### config.mk
export PLATFORM = sky130hd
export DESIGN_NAME = counter_pin_driver
export DESIGN_NICKNAME = d
export VERILOG_FILES = /design/src/rtl/counter_pins_pkg.sv /design/src/rtl/pin_phase_timer.sv /design/src/rtl/counter_pin_driver.sv
export SDC_FILE = /design/constraint.sdc
export NUM_CORES = 1
export LEC_CHECK = 0
export CAP_MARGIN = 20
export CELL_PAD_IN_SITES_DETAIL_PLACEMENT = 2
export CELL_PAD_IN_SITES_GLOBAL_PLACEMENT = 2
export CORE_MARGIN = 5
export CORE_UTILIZATION = 32
export CTS_CLUSTER_DIAMETER = 150
export DETAILED_ROUTE_END_ITERATION = 8
export GPL_TIMING_DRIVEN = 0
export PLACE_DENSITY_LB_ADDON = 0.2
export SLEW_MARGIN = 20
export SYNTH_ARGS = -nofsm -noshare
export SYNTH_HDL_FRONTEND = slang
export SYNTH_SLANG_ARGS = --single-unit
### constraint.sdc
create_clock -name clk -period 2.6 [get_ports clk]
set_input_delay 0.52 -clock clk [delete_from_list [all_inputs] [get_ports clk]]
set_output_delay 0.52 -clock clk [all_outputs]
set_load 0.005 [all_outputs]
### src/rtl/counter_pins_pkg.sv
// Shared op codes, FSM encoding and sizing helpers
// for the counter pin driver.
package counter_pins_pkg;

    localparam logic [1:0] OP_DISABLE = 2'b00;
    localparam logic [1:0] OP_ENABLE  = 2'b01;
    localparam logic [1:0] OP_LOAD    = 2'b10;
    localparam logic [1:0] OP_STEP    = 2'b11;

    // The counter double-syncs its pins and then
    // edge-detects, so each level must last 3 clocks.
    localparam int MIN_HOLD = 3;

    typedef enum logic [2:0] {
        ST_IDLE,
        ST_EN_WAIT,
        ST_DIS_WAIT,
        ST_SETUP,
        ST_PULSE_HI,
        ST_PULSE_LO,
        ST_FINISH
    } state_e;

    // Timer must hold 2*hold-1 (the enable wait).
    function automatic int timer_width(input int hold);
        return $clog2(2 * hold);
    endfunction

endpackage

### src/rtl/pin_phase_timer.sv
// Phase timer: loads a count, ticks down to 0, holds.
// Ports: clk, rst, load, load_val, tick -> zero.
module pin_phase_timer #(
    parameter int W = 3
) (
    input  logic         clk,
    input  logic         rst,
    input  logic         load,
    input  logic [W-1:0] load_val,
    input  logic         tick,
    output logic         zero
);

    logic [W-1:0] count_q;
    logic [W-1:0] count_d;

    always_comb begin
        count_d = count_q;
        if (load) begin
            count_d = load_val;
        end else if (tick && count_q != '0) begin
            count_d = count_q - W'(1);
        end
    end

    always_ff @(posedge clk) begin
        if (rst) begin
            count_q <= '0;
        end else begin
            count_q <= count_d;
        end
    end

    assign zero = (count_q == '0);

endmodule

### src/rtl/counter_pin_driver.sv
// Host-command to counter-pin waveform driver with a
// shadow of the counter value.
// Ports: clk/rst; cmd_valid/ready/op/dir/data in;
// done/err status; enable/clk_in/load/up_down/data
// pins; expected_o shadow counter value.
module counter_pin_driver
    import counter_pins_pkg::*;
#(
    parameter int DATA_W      = 8,
    parameter int HOLD_CYCLES = 4
) (
    input  logic              clk,
    input  logic              rst,
    input  logic              cmd_valid,
    output logic              cmd_ready,
    input  logic [1:0]        cmd_op,
    input  logic              cmd_dir,
    input  logic [DATA_W-1:0] cmd_data,
    output logic              done,
    output logic              err,
    output logic              enable_o,
    output logic              clk_in_o,
    output logic              load_o,
    output logic              up_down_o,
    output logic [DATA_W-1:0] data_o,
    output logic [DATA_W-1:0] expected_o
);

    localparam int TW = timer_width(HOLD_CYCLES);
    localparam logic [TW-1:0] HOLD_M1 =
        TW'(HOLD_CYCLES - 1);
    localparam logic [TW-1:0] HOLD2_M1 =
        TW'(2 * HOLD_CYCLES - 1);

    if (HOLD_CYCLES < MIN_HOLD) begin : g_bad_hold
        $error("HOLD_CYCLES below MIN_HOLD");
    end

    state_e            state_q, state_d;
    logic [1:0]        op_q, op_d;
    logic [DATA_W-1:0] n_q, n_d;
    logic              ready_q, ready_d;
    logic              done_q, done_d;
    logic              err_q, err_d;
    logic              enable_q, enable_d;
    logic              clk_in_q, clk_in_d;
    logic              load_q, load_d;
    logic              up_down_q, up_down_d;
    logic [DATA_W-1:0] data_q, data_d;
    logic [DATA_W-1:0] expected_q, expected_d;

    logic              tmr_load;
    logic [TW-1:0]     tmr_val;
    logic              tmr_zero;
    logic              tmr_tick;
    logic [DATA_W-1:0] step_val;

    assign tmr_tick = (state_q != ST_IDLE);

    pin_phase_timer #(
        .W(TW)
    ) u_timer (
        .clk     (clk),
        .rst     (rst),
        .load    (tmr_load),
        .load_val(tmr_val),
        .tick    (tmr_tick),
        .zero    (tmr_zero)
    );

    // Shadow follows the direction pin, wrapping.
    assign step_val = up_down_q ?
        expected_q + DATA_W'(1) :
        expected_q - DATA_W'(1);

    always_comb begin
        state_d    = state_q;
        op_d       = op_q;
        n_d        = n_q;
        ready_d    = ready_q;
        err_d      = 1'b0;
        enable_d   = enable_q;
        clk_in_d   = clk_in_q;
        load_d     = load_q;
        up_down_d  = up_down_q;
        data_d     = data_q;
        expected_d = expected_q;
        tmr_load   = 1'b0;
        tmr_val    = HOLD_M1;

        case (state_q)
            ST_IDLE: begin
                if (cmd_valid && ready_q) begin
                    ready_d = 1'b0;
                    op_d    = cmd_op;
                    // No-op and error commands finish
                    // immediately unless overridden.
                    state_d = ST_FINISH;
                    case (cmd_op)
                        OP_ENABLE: begin
                            if (!enable_q) begin
                                enable_d = 1'b1;
                                state_d  = ST_EN_WAIT;
                                tmr_load = 1'b1;
                                tmr_val  = HOLD2_M1;
                            end
                        end
                        OP_DISABLE: begin
                            if (enable_q) begin
                                enable_d = 1'b0;
                                state_d  = ST_DIS_WAIT;
                                tmr_load = 1'b1;
                            end
                        end
                        default: begin
                            if (!enable_q) begin
                                err_d = 1'b1;
                            end else begin
                                state_d  = ST_SETUP;
                                tmr_load = 1'b1;
                                if (cmd_op == OP_LOAD) begin
                                    data_d = cmd_data;
                                end else begin
                                    up_down_d = cmd_dir;
                                    n_d       = cmd_data;
                                end
                            end
                        end
                    endcase
                end
            end
            ST_EN_WAIT: begin
                if (tmr_zero) begin
                    state_d = ST_FINISH;
                    // Counter clears on enable rise.
                    expected_d = '0;
                end
            end
            ST_DIS_WAIT: begin
                if (tmr_zero) begin
                    state_d = ST_FINISH;
                end
            end
            ST_SETUP: begin
                if (tmr_zero) begin
                    if (op_q == OP_LOAD) begin
                        state_d    = ST_PULSE_HI;
                        load_d     = 1'b1;
                        expected_d = data_q;
                        tmr_load   = 1'b1;
                    end else if (n_q == '0) begin
                        state_d = ST_FINISH;
                    end else begin
                        state_d    = ST_PULSE_HI;
                        clk_in_d   = 1'b1;
                        expected_d = step_val;
                        n_d        = n_q - DATA_W'(1);
                        tmr_load   = 1'b1;
                    end
                end
            end
            ST_PULSE_HI: begin
                if (tmr_zero) begin
                    state_d  = ST_PULSE_LO;
                    load_d   = 1'b0;
                    clk_in_d = 1'b0;
                    tmr_load = 1'b1;
                end
            end
            ST_PULSE_LO: begin
                if (tmr_zero) begin
                    if (op_q == OP_LOAD || n_q == '0) begin
                        state_d = ST_FINISH;
                    end else begin
                        state_d    = ST_PULSE_HI;
                        clk_in_d   = 1'b1;
                        expected_d = step_val;
                        n_d        = n_q - DATA_W'(1);
                        tmr_load   = 1'b1;
                    end
                end
            end
            ST_FINISH: begin
                state_d = ST_IDLE;
                ready_d = 1'b1;
            end
            default: begin
                state_d  = ST_IDLE;
                ready_d  = 1'b1;
                clk_in_d = 1'b0;
                load_d   = 1'b0;
            end
        endcase

        done_d = (state_d == ST_FINISH);
    end

    always_ff @(posedge clk) begin
        if (rst) begin
            state_q    <= ST_IDLE;
            op_q       <= OP_DISABLE;
            n_q        <= '0;
            ready_q    <= 1'b1;
            done_q     <= 1'b0;
            err_q      <= 1'b0;
            enable_q   <= 1'b0;
            clk_in_q   <= 1'b0;
            load_q     <= 1'b0;
            up_down_q  <= 1'b0;
            data_q     <= '0;
            expected_q <= '0;
        end else begin
            state_q    <= state_d;
            op_q       <= op_d;
            n_q        <= n_d;
            ready_q    <= ready_d;
            done_q     <= done_d;
            err_q      <= err_d;
            enable_q   <= enable_d;
            clk_in_q   <= clk_in_d;
            load_q     <= load_d;
            up_down_q  <= up_down_d;
            data_q     <= data_d;
            expected_q <= expected_d;
        end
    end

    assign cmd_ready  = ready_q;
    assign done       = done_q;
    assign err        = err_q;
    assign enable_o   = enable_q;
    assign clk_in_o   = clk_in_q;
    assign load_o     = load_q;
    assign up_down_o  = up_down_q;
    assign data_o     = data_q;
    assign expected_o = expected_q;

endmodule
* After elaboration in Yosys (flattened, before gate mapping)
Index checks and enable logic that the tools add are counted.
Cells by class: add/sub/neg operators 4, equal/unequal tests 23, multiplexer cells 61, bitwise operators 7, reductions and logical operators 28
Operator list (number):
- 8-bit two-way mux | 16
- 8-bit case mux with 3 select lines | 2
- 3-bit two-way mux | 14
- 2-bit inequality test (second input constant) | 12
- 1-bit two-way mux | 19
- 8-bit by 1-bit subtractor with 8-bit output (second input constant) | 2
- 3-bit case mux with 5 select lines | 1
- 5-bit OR reduction | 3
- 3-bit equality test (second input constant) | 4
- 3-bit nonzero test | 4
- 10-bit AND reduction | 1
- 5-bit AND reduction | 2
- 8-bit by 1-bit adder with 8-bit output (second input constant) | 1
- 8-bit zero test | 1
- 1-bit case mux with 4 select lines | 2
- 1-bit inverter | 7
- 7-bit AND reduction | 1
- 3-bit by 2-bit equality test with 1-bit output (second input constant) | 2
- 3-bit zero test | 2
- 2-bit two-way mux | 3
- 3-bit case mux with 2 select lines | 1
- 6-bit AND reduction | 1
- 2-bit equality test (second input constant) | 2
- 1-bit case mux with 2 select lines | 2
- other kinds (14) | 18
Word-level totals: flip-flop bits (word level) 39, bits of input ports 14, output and inout port bits 23, logic and storage cells 136

* Depth between registers and ports, before layout
Gate-level depths: netlist of the first run.
depth in word-level cells 6, gate-level depth with buffers 10

* Cells and area by module
A second synthesis of the first run with hierarchy kept.
Unflattened totals: cells, all modules 294, area, all modules 2407.3 um^2
Modules (own cells, without submodules):
- counter_pin_driver | times used 1, cells an instance 273, area each 2224.6 um^2, sequential area each 720.7 um^2
- pin_phase_timer | times used 1, cells an instance 21, area each 182.7 um^2, sequential area each 60.1 um^2

* Least setup slack after synthesis of the first run
No wires, ideal clock.
path type reg2reg, start point register u_timer.count_q[0], end point register n_q[3], setup time 0.128 ns, arrival 1.968 ns, slack 0.505 ns, stages on the path, launching flop included 11, period minus slack after synthesis 2.095 ns, path through dfxtp_1 inv_1 ha_1 nor2b_1 clkbuf_1 o311ai_0 a311oi_2 buf_6 nand2_1 a22oi_1 nor2_1
Between the ends: longest elaborated chain between the ends 3, elaborated cells on any way between the ends 4
Ends and longest elaborated chain:
- from (decl) | RTL line pin_phase_timer.sv:14 | logic [W-1:0] count_q;
- from (signal assigned) | RTL line pin_phase_timer.sv:30 | count_q <= count_d;
- 3-bit zero test * | RTL line pin_phase_timer.sv:34 | assign zero = (count_q == '0);
- 2-bit inequality test (no source line)
- 10-bit AND reduction (no source line) *
- to (signal assigned) | RTL line counter_pin_driver.sv:215 | n_q <= n_d;
- to (decl) | RTL line counter_pin_driver.sv:41 | logic [DATA_W-1:0] n_q, n_d;
Mark *: on every way between the ends. The rest lies on a longest branch, timed or not. A chain may end at the register's enable or synchronous reset.

* Final worst setup path of the first run
start point register n_q[3], end point register expected_q[4] (netlist: expected_o[4])
Between the ends: longest elaborated chain between the ends 4, elaborated cells on any way between the ends 5
Ends and longest elaborated chain:
- 8-bit zero test * | RTL line counter_pin_driver.sv:151, counter_pin_driver.sv:172
- 1-bit logical OR | RTL line counter_pin_driver.sv:172 | if (op_q == OP_LOAD || n_q == '0) begin
- 2-bit inequality test (no source line)
- 6-bit AND reduction (no source line) *
- to (signal assigned) | RTL line counter_pin_driver.sv:224 | expected_q <= expected_d;
- to (decl) | RTL line counter_pin_driver.sv:50 | logic [DATA_W-1:0] expected_q, expected_d;
Marks and branches as above.

==> run metrics, run 1 <==
status finished clean; post-route cell area 2980 um^2; register area share after synthesis 32.9%; GP Congestion 0.763; drt drc 0; number of stages on the worst setup path 6; area leader, netlist dfxtp_1; share of the synthesized area in the top cell type 32.9%; vias in the first global route 2529; area grow syn2layout 25.3%; most frequent cells after synthesis nor2_1 (44), dfxtp_1 (39), nand2_1 (24); layout cell share with drive strength beyond 1 7.76%; Mapped Area 2370 um^2; Worst path most repeated cell nor2_1; Reg2Reg Depth 6; P per Cell Area 815 nW/um^2; top cells by area, synth dfxtp_1 (33%), nor2_1 (7.0%), ha_1 (5.8%); clock-pin slew on the worst setup and hold paths 0.08 ns; CTS tree built; clk root buf clkbuf_8; Ys Warns 0; Area after DPL 2850 um^2; dominant cell by count in the synthesized netlist nor2_1; largest net degree at the start of global routing 13; slowest stage delay, CP 0.55 ns; reg2reg start n_q[3]$_SDFFE_PP0P_; endpoint class of the critical path register; Slew Limit Fails 0; DR WL met2 3690 um; worst slew pin tran 0.666 ns; TritonCTS buffer count 5; synth unique cells 56; Via density 5.29; Final Hold Vio Count 0; clk_skew 0.00599 ns; Inst Count DP 425; die area 9240 um^2; Yosys reg bits 39; f_max 444 MHz; Rows 31; wire per inst 17.7 um; I/O Buffers 35; critical path type register to register; Hold Path Sink op_q[1]$_SDFFE_PP0P_; worst-path cell chain or4_4 -> nor3_4 -> nor2_1 -> o21ai_1 -> a222oi_1 -> nor2_1; setup ws final 0.349 ns; grt total ovfl 0; GRT Resource Usage Total 17.8%; CP arrival 2.48 ns; setup TNS 0 ns; RSZ-0062 raised after global routing no; Hold Path Cell Cnt 2; antenna cells 0; DRT iter0 DRCs 92; M1 WL 3740 um; clock sinks 39; Max-cap violations 0; worst-skew pair later-pin latency 0.30 ns; VDD IR-drop max 0.284 mV; nets@finish 360; die height 96.1 um; io pins 37; total wire length 7690 um; fillers 859; initial antenna violation count 0; initial core utilization 32.7%; CP Max Fanout 8; drt pass-1 iters 6; Crit-path slowest cell or4_4; crit start category register; min cycle time layout 2.25 ns; worst path bufs/invs 0; core region area 7250 um^2; Synth Flop Type dfxtp_1; crit-path leading delay family simple AND/OR/NAND/NOR gates; worst reg2reg endpoint expected_o[4]$_SDFFE_PP0P_; number of flops mapped to enable cells by yosys 0; Leak 1.08 nW; first-pass GRT wire length 12800 um; fin cells 434; top sig layer met4; fin crit share 86.6%; Hold Path Class register to register; H-tree depth 2; Post-Synthesis Cells 291; CP Launch Point n_q[3]$_SDFFE_PP0P_; asr flop ratio synth 0%; Max-slew headroom 55.3%; Max clock buf depth 2; DP Worst Slack -0.0915 ns; DIE WIDTH 96.1 um; routed wl met3 192 um; Syn Nets 317; CP required 2.83 ns; # setup viols final 0; via count 2294; Hold Crit Start op_q[1]$_SDFFE_PP0P_; R2R Setup Slk 0.35 ns; ANT nets after route 0; HPWL Detailed 5960 um; final core occ 41.0%; Post-Syn Area per Cell 8.16 um^2
worst max path at each step:
stage,endpoint
after floorplan,n_q[3]$_SDFFE_PP0P_
after global placement,n_q[3]$_SDFFE_PP0P_
after detailed placement,n_q[3]$_SDFFE_PP0P_
after CTS,n_q[3]$_SDFFE_PP0P_
after global routing,expected_o[7]$_SDFFE_PP0P_
final,expected_o[4]$_SDFFE_PP0P_
what timing repair did:
item,in CTS,in global routing
hold buffers,0,0
pin swaps,1,1
setup buffers,0,1
gates resized for setup,0,2
setup endpoints to repair,1,8
state kept, by name, summed over array words and instances, names as in the netlist, 2 cells and up:
signal / cells
data_o: 8
expected_o: 8
n_q: 8
op_q: 2
state_q: 3
u_timer.count_q: 3
tightest hold or removal path, cell delays in order (launching register included):
cell and delay [ns]:
dfxtp_1 0.33, nand2_1 0.05, a21oi_1 0.05
area by class of cell:
| type | count | area, um^2 | share of cell area [%] |
|---|---|---|---|
| multi-input combinational | 227 | 1490 | 50.1 |
| sequential | 39 | 781 | 26.2 |
| timing repair buffer | 36 | 358 | 12.0 |
| tap | 99 | 124 | 4.16 |
| clock buffer | 6 | 82.6 | 2.78 |
| buffer | 13 | 60.1 | 2.02 |
| inverter | 12 | 45.0 | 1.51 |
| clock inverter | 2 | 35.0 | 1.18 |
layout by cell type (no fill, tap or decap), drive strengths merged, types with 3 or more instances in the layout:
| cell | count |
|---|---|
| nor2 | 45 |
| dfxtp | 39 |
| clkdlybuf4s50 | 35 |
| nand2 | 24 |
| a21oi | 21 |
| o21ai | 20 |
| mux2i | 13 |
| clkbuf | 13 |
| inv | 12 |
| ha | 11 |
| a22oi | 10 |
| nand3 | 7 |
| buf | 7 |
| nor2b | 6 |
| nand2b | 5 |
| xor2 | 5 |
| and3 | 4 |
| o31ai | 4 |
| nor3 | 4 |
| o21a | 4 |
| a311oi | 4 |
| or3 | 3 |
| nor3b | 3 |
| a21o | 3 |
layer usage:
layer  GRT usage [%]  up-vias
li1                -     1126
met1            23.5     1134
met2            30.7       29
met3            2.42        5
met4            3.91        0
met5               0        -
metrics by stage:
stage	power (mW)	hold WS (ns)
final	2.42	0.476
after global routing	2.62	0.501
after CTS	2.45	0.482
after detailed placement	1.90	0.469
after global placement	1.86	0.450
after floorplan	1.56	0.440
where the power goes:
part / internal [mW] / leakage [nW] / total [mW] / switching [mW]
Clock: 0.311 / 0.0612 / 0.543 / 0.232
Sequential: 0.682 / 0.316 / 0.746 / 0.0640
Combinational: 0.445 / 0.705 / 1.13 / 0.689
cells by family after synthesis:
family                   after synthesis  synth area share (%)
AND/OR/NAND/NOR                      115                  24.9
AO/OA/AOI/OAI                         80                  23.2
flip-flops                            39                  32.9
buffers and inverters                 25                  4.37
multiplexers                          13                  5.48
adder cells (fa/ha/maj)               12                  6.64
XOR/XNOR                               7                  2.58
(Power assumes the default switching activity.)
==> run 2: changes to the inputs <==
--- a/config.mk
+++ b/config.mk
@@ -11,6 +11,7 @@
 export CORE_MARGIN = 5
 export CORE_UTILIZATION = 32
 export CTS_CLUSTER_DIAMETER = 150
+export CTS_CLUSTER_SIZE = 28
 export DETAILED_ROUTE_END_ITERATION = 8
 export GPL_TIMING_DRIVEN = 0
 export PLACE_DENSITY_LB_ADDON = 0.2
==> results of run 2 <==
The final DEF is identical to that of run 1; final timing and power are the same.
